===== config.mk =====
export PLATFORM = sky130hd
export DESIGN_NAME = sr_frame_sequencer
export DESIGN_NICKNAME = d
export VERILOG_FILES = /design/src/rtl/sr_frame_sequencer.sv
export SDC_FILE = /design/constraint.sdc
export NUM_CORES = 1
export LEC_CHECK = 0
export BUFFER_PORTS_ARGS = -buffer_cell sky130_fd_sc_hd__buf_2
export CAP_MARGIN = 40
export CORE_MARGIN = 2
export CORE_UTILIZATION = 55
export CTS_CLUSTER_DIAMETER = 60
export DETAILED_ROUTE_END_ITERATION = 10
export PLACE_DENSITY = 0.83
export SETUP_SLACK_MARGIN = 0.15
export SYNTH_ARGS = -nofsm -noshare
export SYNTH_HDL_FRONTEND = slang
export SYNTH_SLANG_ARGS = --single-unit

===== constraint.sdc =====
create_clock -name clk -period 4.7 [get_ports clk]
set_input_delay 0.47 -clock clk [delete_from_list [all_inputs] [get_ports clk]]
set_output_delay 0.47 -clock clk [all_outputs]
set_load 0.1 [all_outputs]

===== src/rtl/sr_frame_sequencer.sv =====
// Frame-level controller for the CORDIC -> sort -> DBSCAN -> MLP pipeline.
// Streams exactly N samples per frame into the datapath and returns one result per frame.
module sr_frame_sequencer #(
    parameter int N       = 1000,
    parameter int CNT_W   = 10,
    parameter int CLR_CYC = 4,
    parameter int TIMEOUT = 8192,
    parameter int TO_W    = 13
) (
    input  logic        clk,
    input  logic        reset,
    input  logic        enable,
    input  logic        s_valid,
    output logic        s_ready,
    input  logic [13:0] s_i,
    input  logic [13:0] s_q,
    output logic [13:0] dp_ini,
    output logic [13:0] dp_inq,
    output logic        dp_start,
    output logic        dp_rst_n,
    input  logic        dp_final,
    input  logic        mlp_done,
    input  logic [3:0]  mlp_class,
    input  logic [23:0] mlp_regr,
    output logic        res_valid,
    input  logic        res_ready,
    output logic [3:0]  res_class,
    output logic [23:0] res_regr,
    output logic [1:0]  res_err,
    output logic        busy,
    output logic [15:0] frame_cnt
);

    typedef enum logic [2:0] {
        ST_IDLE  = 3'd0,
        ST_CLEAR = 3'd1,
        ST_LOAD  = 3'd2,
        ST_DRAIN = 3'd3,
        ST_CLASS = 3'd4,
        ST_HOLD  = 3'd5
    } state_t;

    localparam int               CLR_W    = (CLR_CYC > 1) ? $clog2(CLR_CYC) : 1;
    localparam logic [CNT_W-1:0] CNT_LAST = CNT_W'(N - 1);
    localparam logic [TO_W-1:0]  TO_LAST  = TO_W'(TIMEOUT - 1);
    localparam logic [CLR_W-1:0] CLR_LAST = CLR_W'(CLR_CYC - 1);

    state_t            state_r;
    state_t            state_s;
    logic [CNT_W-1:0]  cnt_r;
    logic [TO_W-1:0]   to_cnt_r;
    logic [CLR_W-1:0]  clr_cnt_r;

    logic              accept_s;
    logic              started_s;
    logic              timeout_s;
    logic              res_load_s;
    logic [3:0]        res_class_s;
    logic [23:0]       res_regr_s;
    logic [1:0]        res_err_s;

    assign accept_s  = s_valid && (state_r == ST_LOAD);
    assign started_s = (cnt_r != {CNT_W{1'b0}});
    assign timeout_s = (to_cnt_r == TO_LAST);

    // State register
    always_ff @(posedge clk or negedge reset) begin
        if (!reset) begin
            state_r <= ST_IDLE;
        end else begin
            state_r <= state_s;
        end
    end

    // Next-state and result-capture decode; a completed MLP result beats a same-cycle timeout
    always_comb begin
        state_s     = state_r;
        res_load_s  = 1'b0;
        res_class_s = 4'd0;
        res_regr_s  = 24'd0;
        res_err_s   = 2'b00;
        case (state_r)
            ST_IDLE: begin
                if (enable) begin
                    state_s = ST_CLEAR;
                end else begin
                    state_s = ST_IDLE;
                end
            end
            ST_CLEAR: begin
                if (clr_cnt_r == CLR_LAST) begin
                    state_s = ST_LOAD;
                end else begin
                    state_s = ST_CLEAR;
                end
            end
            ST_LOAD: begin
                if (s_valid) begin
                    if (cnt_r == CNT_LAST) begin
                        state_s = ST_DRAIN;
                    end else begin
                        state_s = ST_LOAD;
                    end
                end else if (started_s) begin
                    state_s    = ST_HOLD;
                    res_load_s = 1'b1;
                    res_err_s  = 2'b10;
                end else begin
                    state_s = ST_LOAD;
                end
            end
            ST_DRAIN: begin
                if (dp_final && mlp_done) begin
                    state_s     = ST_HOLD;
                    res_load_s  = 1'b1;
                    res_class_s = mlp_class;
                    res_regr_s  = mlp_regr;
                end else if (timeout_s) begin
                    state_s    = ST_HOLD;
                    res_load_s = 1'b1;
                    res_err_s  = 2'b01;
                end else if (dp_final) begin
                    state_s = ST_CLASS;
                end else begin
                    state_s = ST_DRAIN;
                end
            end
            ST_CLASS: begin
                if (mlp_done) begin
                    state_s     = ST_HOLD;
                    res_load_s  = 1'b1;
                    res_class_s = mlp_class;
                    res_regr_s  = mlp_regr;
                end else if (timeout_s) begin
                    state_s    = ST_HOLD;
                    res_load_s = 1'b1;
                    res_err_s  = 2'b01;
                end else begin
                    state_s = ST_CLASS;
                end
            end
            ST_HOLD: begin
                if (res_ready) begin
                    if (enable) begin
                        state_s = ST_CLEAR;
                    end else begin
                        state_s = ST_IDLE;
                    end
                end else begin
                    state_s = ST_HOLD;
                end
            end
            default: begin
                state_s = ST_IDLE;
            end
        endcase
    end

    // Sample, timeout and clear counters, each zeroed outside its own state(s)
    always_ff @(posedge clk or negedge reset) begin
        if (!reset) begin
            cnt_r     <= {CNT_W{1'b0}};
            to_cnt_r  <= {TO_W{1'b0}};
            clr_cnt_r <= {CLR_W{1'b0}};
        end else begin
            if (state_r != ST_LOAD) begin
                cnt_r <= {CNT_W{1'b0}};
            end else if (accept_s && (cnt_r != CNT_LAST)) begin
                cnt_r <= cnt_r + {{(CNT_W-1){1'b0}}, 1'b1};
            end else begin
                cnt_r <= cnt_r;
            end
            if ((state_r == ST_DRAIN) || (state_r == ST_CLASS)) begin
                to_cnt_r <= to_cnt_r + {{(TO_W-1){1'b0}}, 1'b1};
            end else begin
                to_cnt_r <= {TO_W{1'b0}};
            end
            if (state_r == ST_CLEAR) begin
                clr_cnt_r <= clr_cnt_r + {{(CLR_W-1){1'b0}}, 1'b1};
            end else begin
                clr_cnt_r <= {CLR_W{1'b0}};
            end
        end
    end

    // Registered control outputs, decoded from the upcoming state so they align with it
    always_ff @(posedge clk or negedge reset) begin
        if (!reset) begin
            s_ready   <= 1'b0;
            dp_rst_n  <= 1'b0;
            dp_start  <= 1'b0;
            res_valid <= 1'b0;
            busy      <= 1'b0;
        end else begin
            s_ready   <= (state_s == ST_LOAD);
            dp_rst_n  <= (state_s != ST_IDLE) && (state_s != ST_CLEAR);
            dp_start  <= ((state_s == ST_LOAD) && (started_s || accept_s)) ||
                         (state_s == ST_DRAIN) || (state_s == ST_CLASS);
            res_valid <= (state_s == ST_HOLD);
            busy      <= (state_s != ST_IDLE);
        end
    end

    // Sample pipeline register and result capture
    always_ff @(posedge clk or negedge reset) begin
        if (!reset) begin
            dp_ini    <= 14'd0;
            dp_inq    <= 14'd0;
            res_class <= 4'd0;
            res_regr  <= 24'd0;
            res_err   <= 2'b00;
            frame_cnt <= 16'd0;
        end else begin
            if (accept_s) begin
                dp_ini <= s_i;
                dp_inq <= s_q;
            end else begin
                dp_ini <= dp_ini;
                dp_inq <= dp_inq;
            end
            if (res_load_s) begin
                res_class <= res_class_s;
                res_regr  <= res_regr_s;
                res_err   <= res_err_s;
            end else begin
                res_class <= res_class;
                res_regr  <= res_regr;
                res_err   <= res_err;
            end
            if ((state_r == ST_HOLD) && res_ready) begin
                frame_cnt <= frame_cnt + 16'd1;
            end else begin
                frame_cnt <= frame_cnt;
            end
        end
    end

endmodule

* Word-level counts from Yosys, hierarchy flattened
Cells that the tools add are included.
** Word-level totals
- Bits in registers :: 107
- Input bits :: 63
- Output and inout bits :: 79
- Logic and storage cells :: 82
** Cells by class
- $add $sub $neg :: 4
- Equality and inequality tests :: 15
- Muxes and demuxes :: 34
- Reductions and logical operators :: 14
** Operators by type and width (number)
- 2-to-1 mux 24 bit :: 2
- one-hot mux 24 bit (2 select lines) :: 1
- 2-to-1 mux 10 bit :: 2
- 2-to-1 mux 3 bit :: 6
- one-hot mux 3 bit (6 select lines) :: 1
- adder 16 x 1 -> 16 bit (second input constant) :: 1
- adder 13 x 1 -> 13 bit (second input constant) :: 1
- equality test 13 bit (second input constant) :: 1
- 2-to-1 mux 13 bit :: 1
- equality test 3 x 2 -> 1 bit (second input constant) :: 4
- equality test 3 bit (second input constant) :: 4
- 2-to-1 mux 1 bit :: 11
- adder 10 x 1 -> 10 bit (second input constant) :: 1
- equality test 10 bit (second input constant) :: 1
- 2-to-1 mux 2 bit :: 5
- != test 10 bit (second input constant) :: 1
- nonzero test 10 bit :: 1
- 2-to-1 mux 4 bit :: 2
- one-hot mux 4 bit (2 select lines) :: 1
- logical AND 1 bit :: 6
- one-hot mux 2 bit (3 select lines) :: 1
- logical OR 1 bit :: 4
- equality test 3 x 1 -> 1 bit (second input constant) :: 1
- logical NOT 3 bit :: 1
- 7 further kinds :: 7

* Longest topological paths before layout
Gate-level depths: netlist of run 1.
- Word-level depth :: 8
- Mapped depth :: 8
- Depth with buffers taken out :: 7

* Least setup slack after synthesis of run 1
OpenSTA, ideal clock, no wires.
- Kind :: reg2reg
- From :: reg frame_cnt[0]
- To :: reg frame_cnt[14]
- Library setup time :: 0.162 ns
- Arrival :: 2.124 ns
- Path slack :: 2.414 ns
- Stages on the path, launching flop included :: 6
- Path buffers :: 0
- Period minus slack after synthesis :: 2.286 ns
- Cells stage by stage :: dfrtp_1 -> ha_1 -> nand4_1 -> or3b_2 -> nor2_1 -> xor2_1
** Between the ends
- Longest elaborated chain between the ends :: 1
** RTL lines
- start, declared :: line 31 : output logic [15:0] frame_cnt
- start signal, assigned :: line 231 : frame_cnt <= frame_cnt + 16'd1;
- start signal, assigned :: line 233 : frame_cnt <= frame_cnt;
- adder 16 x 1 -> 16 bit :: line 231
Every way passes these cells.
A chain may end at the register's enable or synchronous reset.

* Final worst setup path of run 1
- From :: reg cnt_r[1]
- To :: reg res_regr[11]
** Between the ends
- Longest elaborated chain between the ends :: 4
** RTL lines
- start, declared :: line 50 : logic [CNT_W-1:0] cnt_r;
- start signal, assigned :: line 162 : cnt_r <= {CNT_W{1'b0}};
- start signal, assigned :: line 167 : cnt_r <= {CNT_W{1'b0}};
- start signal, assigned :: line 169 : cnt_r <= cnt_r + {{(CNT_W-1){1'b0}}, 1'b1};
- nonzero test 10 bit :: line 63 : assign started_s = (cnt_r != {CNT_W{1'b0}});
- 2-to-1 mux 1 bit :: line 104 : end else if (started_s) begin
- 2-to-1 mux 1 bit :: line 98 : if (s_valid) begin
- one-hot mux 1 bit (3 select lines) :: line 82 : case (state_r)
- end signal, assigned :: line 223 : res_regr <= res_regr_s;
- end signal, assigned :: line 227 : res_regr <= res_regr;
- end, declared :: line 28 : output logic [23:0] res_regr,
Every way passes these cells.

==> results by group, run 1 <==
Status
  – Outcome: finished clean

Placed design
  – Count of input and output buffers: 141
  – Total half-perimeter wirelength after legalization and detailed placement: 7440 microns
  – Placed cells: 590
  – Routability cong.: 0.816

Worst setup path
  – Crit path capture type: flip-flop
  – Category of cells accounting for the largest share of critical-path delay: simple AND/OR/NAND/NOR gates
  – R2R cell count: 8
  – Maximum fanout count along the critical path: 17
  – CP Buf/Inv Count: 2
  – Data required time of the critical path: 5010 ps
  – Crit path largest cell delay: 560 ps
  – Data arrival time of the worst path: 2950 ps
  – Worst reg-to-reg setup slack: 2060 ps
  – RR Endpoint: res_regr[11]
  – Worst flop-to-flop path startpoint: cnt_r[1]
  – CP Cell Sequence: inv_1, ha_1, or3b_2, or3_1, and2_1, nor2_2, buf_8, a22o_1
  – Highest-delay cell along the critical path: sky130_fd_sc_hd__nor2_2
  – Kind of launch point of the worst setup path: flip-flop
  – Crit Path Category: flip-flop to flip-flop

Synth
  – Proportion of synthesized flip-flops having asynchronous set or reset: 100%
  – Synthesized netlist net count: 426
  – Average instance area after synthesis: 12.5 sq um
  – Most common flop cell mapped by yosys: sky130_fd_sc_hd__dfrtp_1
  – Number of enable-type register cells in the synthesized netlist: 0
  – Cell count after synthesis: 358
  – Flip-flop and latch count after synthesis: 107
  – Portion of the post-synthesis area used by sequential elements: 59.9%
  – Summed instance area of the synthesized netlist: 4470 sq um
  – Yosys synthesis warning count: 0
  – Distinct cells, synth: 43

Global routing
  – Pin count of the biggest net entering global routing: 69
  – Number of global-route vias before repair: 3379
  – Global-route congestion overflow total: 0
  – Global-route usage over all layers: 23.8%
  – Met3 Track Usage GR: 5.86%
  – Number of antenna violations at the first check in global routing: 0
  – Met2 Resource Use GR: 40.1%
  – Routing layer with the top usage in global route: met2
  – First-pass GRT wire length: 16500 microns
  – Global-route track usage on met1: 30.3%

Die
  – Total Die Area: 8860 sq um
  – Initial cell density of the core: 57.2%
  – Die height: 94.1 microns
  – X dimension of the die: 94.1 microns
  – Row count: 32
  – Boundary Pins: 142
  – Placeable core region: 7810 sq um

Clock network
  – CTS tree: yes
  – Insertion delay of the later-clocked pin in the worst-skew pair: 360 ps
  – CTS clk-pin slew, worst paths: 100 ps
  – H-tree lvl count: 3
  – Maximum count of clock buffers along a single path: 2
  – Number of cells upsized or downsized after cts: 0
  – Number of buffers created by CTS: 9
  – Clock sink count: 107
  – CTS hold repair buffers: 0
  – CTS root buffer: sky130_fd_sc_hd__clkbuf_8
  – Post CTS Setup Buffer Count: 0

Route
  – Total Routed Length: 10100 microns
  – Via count: 3364
  – Antenna viol nets, final: 0
  – Per-cell via count in the routed design: 5.55
  – Initial detailed-routing violation count: 155
  – Post-DR wirelength/cell: 16.7 microns
  – Post-route DRC: 0
  – First-pass detailed-route iteration total: 4

STA
  – Final clock skew: 7.83 ps
  – RSZ-0062 raised after global routing: no
  – Final-report setup violation count: 0
  – Number of endpoints with negative hold slack in the final report: 0
  – Total negative slack: 0 ps
  – Post-layout minimum cycle time: 2640 ps
  – Slew of the pin with the lowest slew margin: 836 ps
  – Hold Slack: 199 ps
  – Final Max Slew Viols: 0
  – Worst slew slack as a fraction of its limit: 44.3%
  – Part of the cycle the worst path needs: 56.3%
  – Fmax achieved: 378 MHz

Layout
  – Diode count: 0
  – Cell Count, Final, Fillers Out: 606
  – Fraction of layout cells with a size suffix above 1: 39.9%
  – Number of inserted filler cells in the final layout: 573
  – Signed area change from the synthesized netlist to the final layout: 22.6%
  – Utilization after layout: 70.2%
  – Nets: 567

Min path
  – Worst min-delay path class: input pin to asynchronous set/reset pin

Job
  – Max_cap viols: 0
==> cell usage after synthesis (2+ instances only) <==
| master | count | share of area (%) |
|---|---|---|
| sky130_fd_sc_hd__a211o_1 | 2 | 0.39 |
| sky130_fd_sc_hd__and2_1 | 3 | 0.42 |
| sky130_fd_sc_hd__nor4bb_1 | 2 | 0.45 |
| sky130_fd_sc_hd__buf_2 | 6 | 0.67 |
| sky130_fd_sc_hd__dfrtp_1 | 107 | 60 |
| sky130_fd_sc_hd__o21ai_0 | 3 | 0.34 |
| sky130_fd_sc_hd__o31ai_1 | 2 | 0.34 |
| sky130_fd_sc_hd__a21oi_1 | 7 | 0.78 |
| sky130_fd_sc_hd__clkbuf_1 | 9 | 0.76 |
| sky130_fd_sc_hd__nand4_1 | 11 | 1.5 |
| sky130_fd_sc_hd__or3b_2 | 3 | 0.59 |
| sky130_fd_sc_hd__nor2_1 | 32 | 2.7 |
| sky130_fd_sc_hd__xor2_1 | 19 | 3.7 |
| sky130_fd_sc_hd__mux2_2 | 29 | 7.3 |
| sky130_fd_sc_hd__ha_1 | 5 | 1.4 |
| sky130_fd_sc_hd__and3_1 | 12 | 1.7 |
| sky130_fd_sc_hd__xnor2_1 | 15 | 2.9 |
| sky130_fd_sc_hd__or3_1 | 2 | 0.28 |
| sky130_fd_sc_hd__nor4b_1 | 2 | 0.39 |
| sky130_fd_sc_hd__a22o_1 | 28 | 5.5 |
| sky130_fd_sc_hd__and4b_1 | 2 | 0.45 |
| sky130_fd_sc_hd__inv_1 | 8 | 0.67 |
| sky130_fd_sc_hd__nand3_1 | 6 | 0.67 |
| sky130_fd_sc_hd__nand2_1 | 20 | 1.7 |
| sky130_fd_sc_hd__and4_1 | 4 | 0.78 |
| sky130_fd_sc_hd__o2bb2ai_1 | 2 | 0.39 |
==> stage by stage <==
step | cell area, sq um | worst slack (ps)
2_1_floorplan | 4470 | 2410
3_3_place_gp | 5260 | 1850
3_5_place_dp | 5290 | 2070
4_1_cts | 5480 | 2040
5_1_grt | 5480 | 1870
6_report | 5480 | 2060
==> how the worst max path moves through the flow <==
stage | startpoint | end | slack [ps] | cells after the start
3_3_place_gp | cnt_r[0] | busy | 1850 | 7
4_1_cts | cnt_r[0] | res_regr[11] | 2040 | 8
5_1_grt | cnt_r[1] | res_regr[22] | 1870 | 8
2_1_floorplan | frame_cnt[0] | frame_cnt[14] | 2410 | 5
3_5_place_dp | cnt_r[0] | res_regr[12] | 2070 | 8
6_report | cnt_r[1] | res_regr[11] | 2060 | 8
==> flip-flops by register name (all words and copies together) (netlist names), 2 cells and up <==
signal and flops:
res_regr 24, frame_cnt 16, dp_ini 14, dp_inq 14, to_cnt_r 13, cnt_r 10, res_class 4, state_r 3
clr_cnt_r 2, res_err 2
==> cell families after synthesis <==
group,synth area share [%]
simple gates,13.2
flops,59.9
buf+inv,2.10
fa+ha+maj,1.40
mux,7.31
compound gates,9.41
xor+xnor,6.67
==> placed cells by master (no fill, tap or decap), types with 2 or more instances in the layout <==
| master | netlist | layout |
|---|---|---|
| sky130_fd_sc_hd__a22o_1 | 28 | 28 |
| sky130_fd_sc_hd__and3_1 | 12 | 12 |
| sky130_fd_sc_hd__nand2_1 | 20 | 20 |
| sky130_fd_sc_hd__ha_1 | 5 | 5 |
| sky130_fd_sc_hd__mux2_2 | 29 | 29 |
| sky130_fd_sc_hd__o2bb2ai_1 | 2 | 2 |
| sky130_fd_sc_hd__buf_4 | 0 | 3 |
| sky130_fd_sc_hd__inv_6 | 0 | 2 |
| sky130_fd_sc_hd__nor2_2 | 0 | 2 |
| sky130_fd_sc_hd__or3b_2 | 3 | 3 |
| sky130_fd_sc_hd__inv_1 | 8 | 8 |
| sky130_fd_sc_hd__or3_1 | 2 | 2 |
| sky130_fd_sc_hd__nor4b_1 | 2 | 2 |
| sky130_fd_sc_hd__a211o_1 | 2 | 2 |
| sky130_fd_sc_hd__nor2_1 | 32 | 30 |
| sky130_fd_sc_hd__buf_2 | 6 | 140 |
| sky130_fd_sc_hd__nor4bb_1 | 2 | 2 |
| sky130_fd_sc_hd__xor2_1 | 19 | 19 |
| sky130_fd_sc_hd__clkbuf_8 | 0 | 10 |
| sky130_fd_sc_hd__a21oi_1 | 7 | 7 |
| sky130_fd_sc_hd__clkinv_2 | 0 | 2 |
| sky130_fd_sc_hd__and2_1 | 3 | 3 |
| sky130_fd_sc_hd__nand3_1 | 6 | 6 |
| sky130_fd_sc_hd__and4b_1 | 2 | 2 |
| sky130_fd_sc_hd__nand4_1 | 11 | 11 |
| sky130_fd_sc_hd__o31ai_1 | 2 | 2 |
| sky130_fd_sc_hd__o21ai_0 | 3 | 3 |
| sky130_fd_sc_hd__xnor2_1 | 15 | 15 |
| sky130_fd_sc_hd__and4_1 | 4 | 4 |
| sky130_fd_sc_hd__buf_8 | 0 | 2 |
| sky130_fd_sc_hd__dfrtp_1 | 107 | 107 |
==> layout make-up <==
class / count / area, sq um / area share, %
well taps: 102 / 128 / 2.33
inverters: 8 / 30.0 / 0.548
clock buffers: 10 / 138 / 2.51
multi-input cells: 228 / 1700 / 31.1
flip-flops and latches: 107 / 2680 / 48.9
clock inverters: 6 / 47.5 / 0.868
repair buffers: 145 / 753 / 13.8
==> metal layers <==
metal,wire length (microns),part of all wire [%]
met3,634,6.3
met1,4090,40
met5,0,0
met4,212,2.1
met2,5180,51
==> worst reg2reg max path, cell delays in order, from the launching register on <==
cell	delay [ps]
sky130_fd_sc_hd__dfrtp_1	430
sky130_fd_sc_hd__inv_1	90
sky130_fd_sc_hd__ha_1	130
sky130_fd_sc_hd__or3b_2	450
sky130_fd_sc_hd__or3_1	350
sky130_fd_sc_hd__and2_1	180
sky130_fd_sc_hd__nor2_2	560
sky130_fd_sc_hd__buf_8	250
sky130_fd_sc_hd__a22o_1	150
Power of run 1 is not shown: default switching activity piles up to over one toggle a cycle in this logic, so the estimate is an artifact.
==> inputs of run 2 (changes only) <==
ABC_AREA = 1   (was not set)
CORE_UTILIZATION = 47   (was 55)
PLACE_DENSITY = 0.74   (was 0.83)
clock period = 2.3 ns   (was 4.7 ns; I/O delays follow)
==> results by group, run 2 <==
STA
  – Post-layout minimum cycle time: 1820 ps
  – Part of the cycle the worst path needs: 79.0%
  – Final-report setup violation count: 0
  – Final Max Slew Viols: 0
  – Fmax achieved: 550 MHz
  – Total negative slack: 0 ps
  – Worst slew slack as a fraction of its limit: 58.5%
  – RSZ-0062 raised after global routing: no
  – Final clock skew: 12.0 ps
  – Slew of the pin with the lowest slew margin: 622 ps
  – Number of endpoints with negative hold slack in the final report: 0

Die
  – Total Die Area: 11200 sq um
  – Placeable core region: 10200 sq um
  – Die height: 106 microns
  – Initial cell density of the core: 47.7%
  – Boundary Pins: 142
  – Row count: 37
  – X dimension of the die: 106 microns

Global routing
  – Global-route usage over all layers: 20.1%
  – Number of global-route vias before repair: 3984
  – First-pass GRT wire length: 18100 microns
  – Global-route congestion overflow total: 0
  – Pin count of the biggest net entering global routing: 49
  – Number of antenna violations at the first check in global routing: 0

Route
  – Antenna viol nets, final: 0
  – Post-route DRC: 0
  – Total Routed Length: 10800 microns
  – Initial detailed-routing violation count: 288
  – First-pass detailed-route iteration total: 4
  – Per-cell via count in the routed design: 4.89
  – Via count: 4110
  – Post-DR wirelength/cell: 12.8 microns

Layout
  – Fraction of layout cells with a size suffix above 1: 29.1%
  – Max FFs per register: 24
  – Combined area of the multi-input logic cells: 1890 sq um
  – Nets: 767
  – Register name with the most flops: res_regr
  – Signed area change from the synthesized netlist to the final layout: 21.6%
  – Storage cell area: 2680 sq um
  – Leading cell type in the layout, fill and taps excluded: sky130_fd_sc_hd__nand2_1
  – Top library cells by usage in the layout, fill and taps aside: sky130_fd_sc_hd__nand2_1 (200), sky130_fd_sc_hd__buf_2 (140), sky130_fd_sc_hd__dfrtp_1 (107)
  – Diode count: 0
  – Number of inserted filler cells in the final layout: 906
  – Largest regs: res_regr (24), frame_cnt (16)

Synth
  – Post-synthesis share of cell area spent on full adders, half adders and majority gates: 1.29%
  – Portion of the post-synthesis area used by sequential elements: 55.1%
  – Portion of netlist area occupied by mux cells: 0.232%
  – Flip-flop and latch count after synthesis: 107
  – Distinct cells, synth: 36
  – Combinational family with the most area after synthesis: simple AND/OR/NAND/NOR gates
  – Fraction of the mapped netlist area in simple logic gates: 31.3%
  – Complex-gate fraction of the synthesized area: 2.86%
  – Dominant cell by count in the synthesized netlist: sky130_fd_sc_hd__nand2_1
  – Summed instance area of the synthesized netlist: 4860 sq um
  – Number of enable-type register cells in the synthesized netlist: 0
  – Top area cells in the synthesized netlist: sky130_fd_sc_hd__dfrtp_1 (55%), sky130_fd_sc_hd__nand2_1 (16%), sky130_fd_sc_hd__nand3_1 (4.4%)
  – Synthesized netlist net count: 623
  – Average instance area after synthesis: 8.76 sq um
  – Xor/xnor share of the synthesized area: 3.06%
  – Cell taking the most area after synthesis: sky130_fd_sc_hd__dfrtp_1
  – Top cell type's share of synthesized area: 55.1%
  – Cell count after synthesis: 555
  – Most common flop cell mapped by yosys: sky130_fd_sc_hd__dfrtp_1
  – Proportion of synthesized flip-flops having asynchronous set or reset: 100%
  – Top cells by count, synth: sky130_fd_sc_hd__nand2_1 (201), sky130_fd_sc_hd__dfrtp_1 (107), sky130_fd_sc_hd__nor2_1 (44)
  – Yosys synthesis warning count: 0

Status
  – Outcome: finished clean

Clock network
  – Clock sink count: 107
  – CTS clk-pin slew, worst paths: 110 ps
  – Number of buffers created by CTS: 9
  – Maximum count of clock buffers along a single path: 2
  – H-tree lvl count: 3
  – Post CTS Setup Buffer Count: 0
  – CTS root buffer: sky130_fd_sc_hd__clkbuf_8
  – Insertion delay of the later-clocked pin in the worst-skew pair: 380 ps
  – CTS tree: yes

Worst setup path
  – Crit Path Category: flip-flop to flip-flop
  – Maximum fanout count along the critical path: 32
  – Data required time of the critical path: 2580 ps
  – Crit path capture type: flip-flop
  – Data arrival time of the worst path: 2090 ps
  – Kind of launch point of the worst setup path: flip-flop

Job
  – Max_cap viols: 0

Min path
  – Worst min-delay path class: input pin to flip-flop

Placed design
  – Routability cong.: 0.869
  – Total half-perimeter wirelength after legalization and detailed placement: 7970 microns
  – Count of input and output buffers: 141
## run 2: cell families (layout without fill, tap and decap cells)
group                    Yosys count  after routing
XOR/XNOR                          17             17
multiplexers                       1              1
flip-flops                       107            107
adder cells (fa/ha/maj)            5              5
buffers and inverters             64            213
AND/OR/NAND/NOR                  335            335
AO/OA/AOI/OAI                     26             26
## run 2: repair_timing
item / in CTS / in global routing
gates resized for setup: 0 / 1
hold buffers: 1 / 0
endpoints found under the setup margin: 0 / 2
endpoints found under the hold margin: 45 / 0
## run 2: path summary, 6_finish.rpt
kind                                end  cells past startpoint         start  slack (ps)
setup / recovery               dp_start                     10    state_r[0]         480
hold / removal             res_class[3]                      3  mlp_class[3]          40
setup reg to reg               dp_start                     10    state_r[0]         480
hold reg to reg            clr_cnt_r[0]                      1  clr_cnt_r[0]         440
max in group asynchronous   to_cnt_r[5]                      3         reset        1230
min in group asynchronous  res_regr[21]                      2         reset         390
## run 2: layout make-up
class | count | share of cell area, %
Sequential cell | 107 | 45.3
Multi-Input combinational cell | 384 | 31.9
Timing Repair Buffer | 151 | 13.5
Inverter | 46 | 2.92
Tap cell | 136 | 2.88
Clock buffer | 9 | 2.09
Clock inverter | 7 | 1.42
## run 2: per-stage QoR
step	hold slack [ps]	worst slack, ps	area (sq um)	util, %	cells
6_report	36.9	482	5910	58.1	840
5_1_grt	21.5	253	5910	58.1	840
4_1_cts	19.8	385	5910	58.0	840
3_5_place_dp	294	407	5690	55.9	823
3_3_place_gp	286	443	5690	55.9	823
2_1_floorplan	-65.6	250	4860	-	555
## run 2: metal layers
| layer | part of all wire [%] | global-route usage [%] | wire, microns | vias up |
|---|---|---|---|---|
| met1 | 45 | 25.8 | 4840 | 1932 |
| met4 | 1.4 | 5.92 | 155 | 0 |
| met5 | 0 | 0 | 0 | - |
| li1 | - | - | - | 2033 |
| met3 | 6.6 | 5.32 | 710 | 12 |
| met2 | 47 | 33.6 | 5080 | 133 |
## run 2: worst max-delay path, cell delays in order, from the launching register on
cell and delay (ps):
sky130_fd_sc_hd__dfrtp_1 530, sky130_fd_sc_hd__inv_2 100, sky130_fd_sc_hd__nand3_2 150, sky130_fd_sc_hd__nor2_4 40
sky130_fd_sc_hd__buf_4 230, sky130_fd_sc_hd__nand3_1 150, sky130_fd_sc_hd__nand3_1 90, sky130_fd_sc_hd__nor2_2 190
sky130_fd_sc_hd__nand3_1 90, sky130_fd_sc_hd__nand2_1 80, sky130_fd_sc_hd__nand2_1 60
Power of run 2 is left out for the same reason.
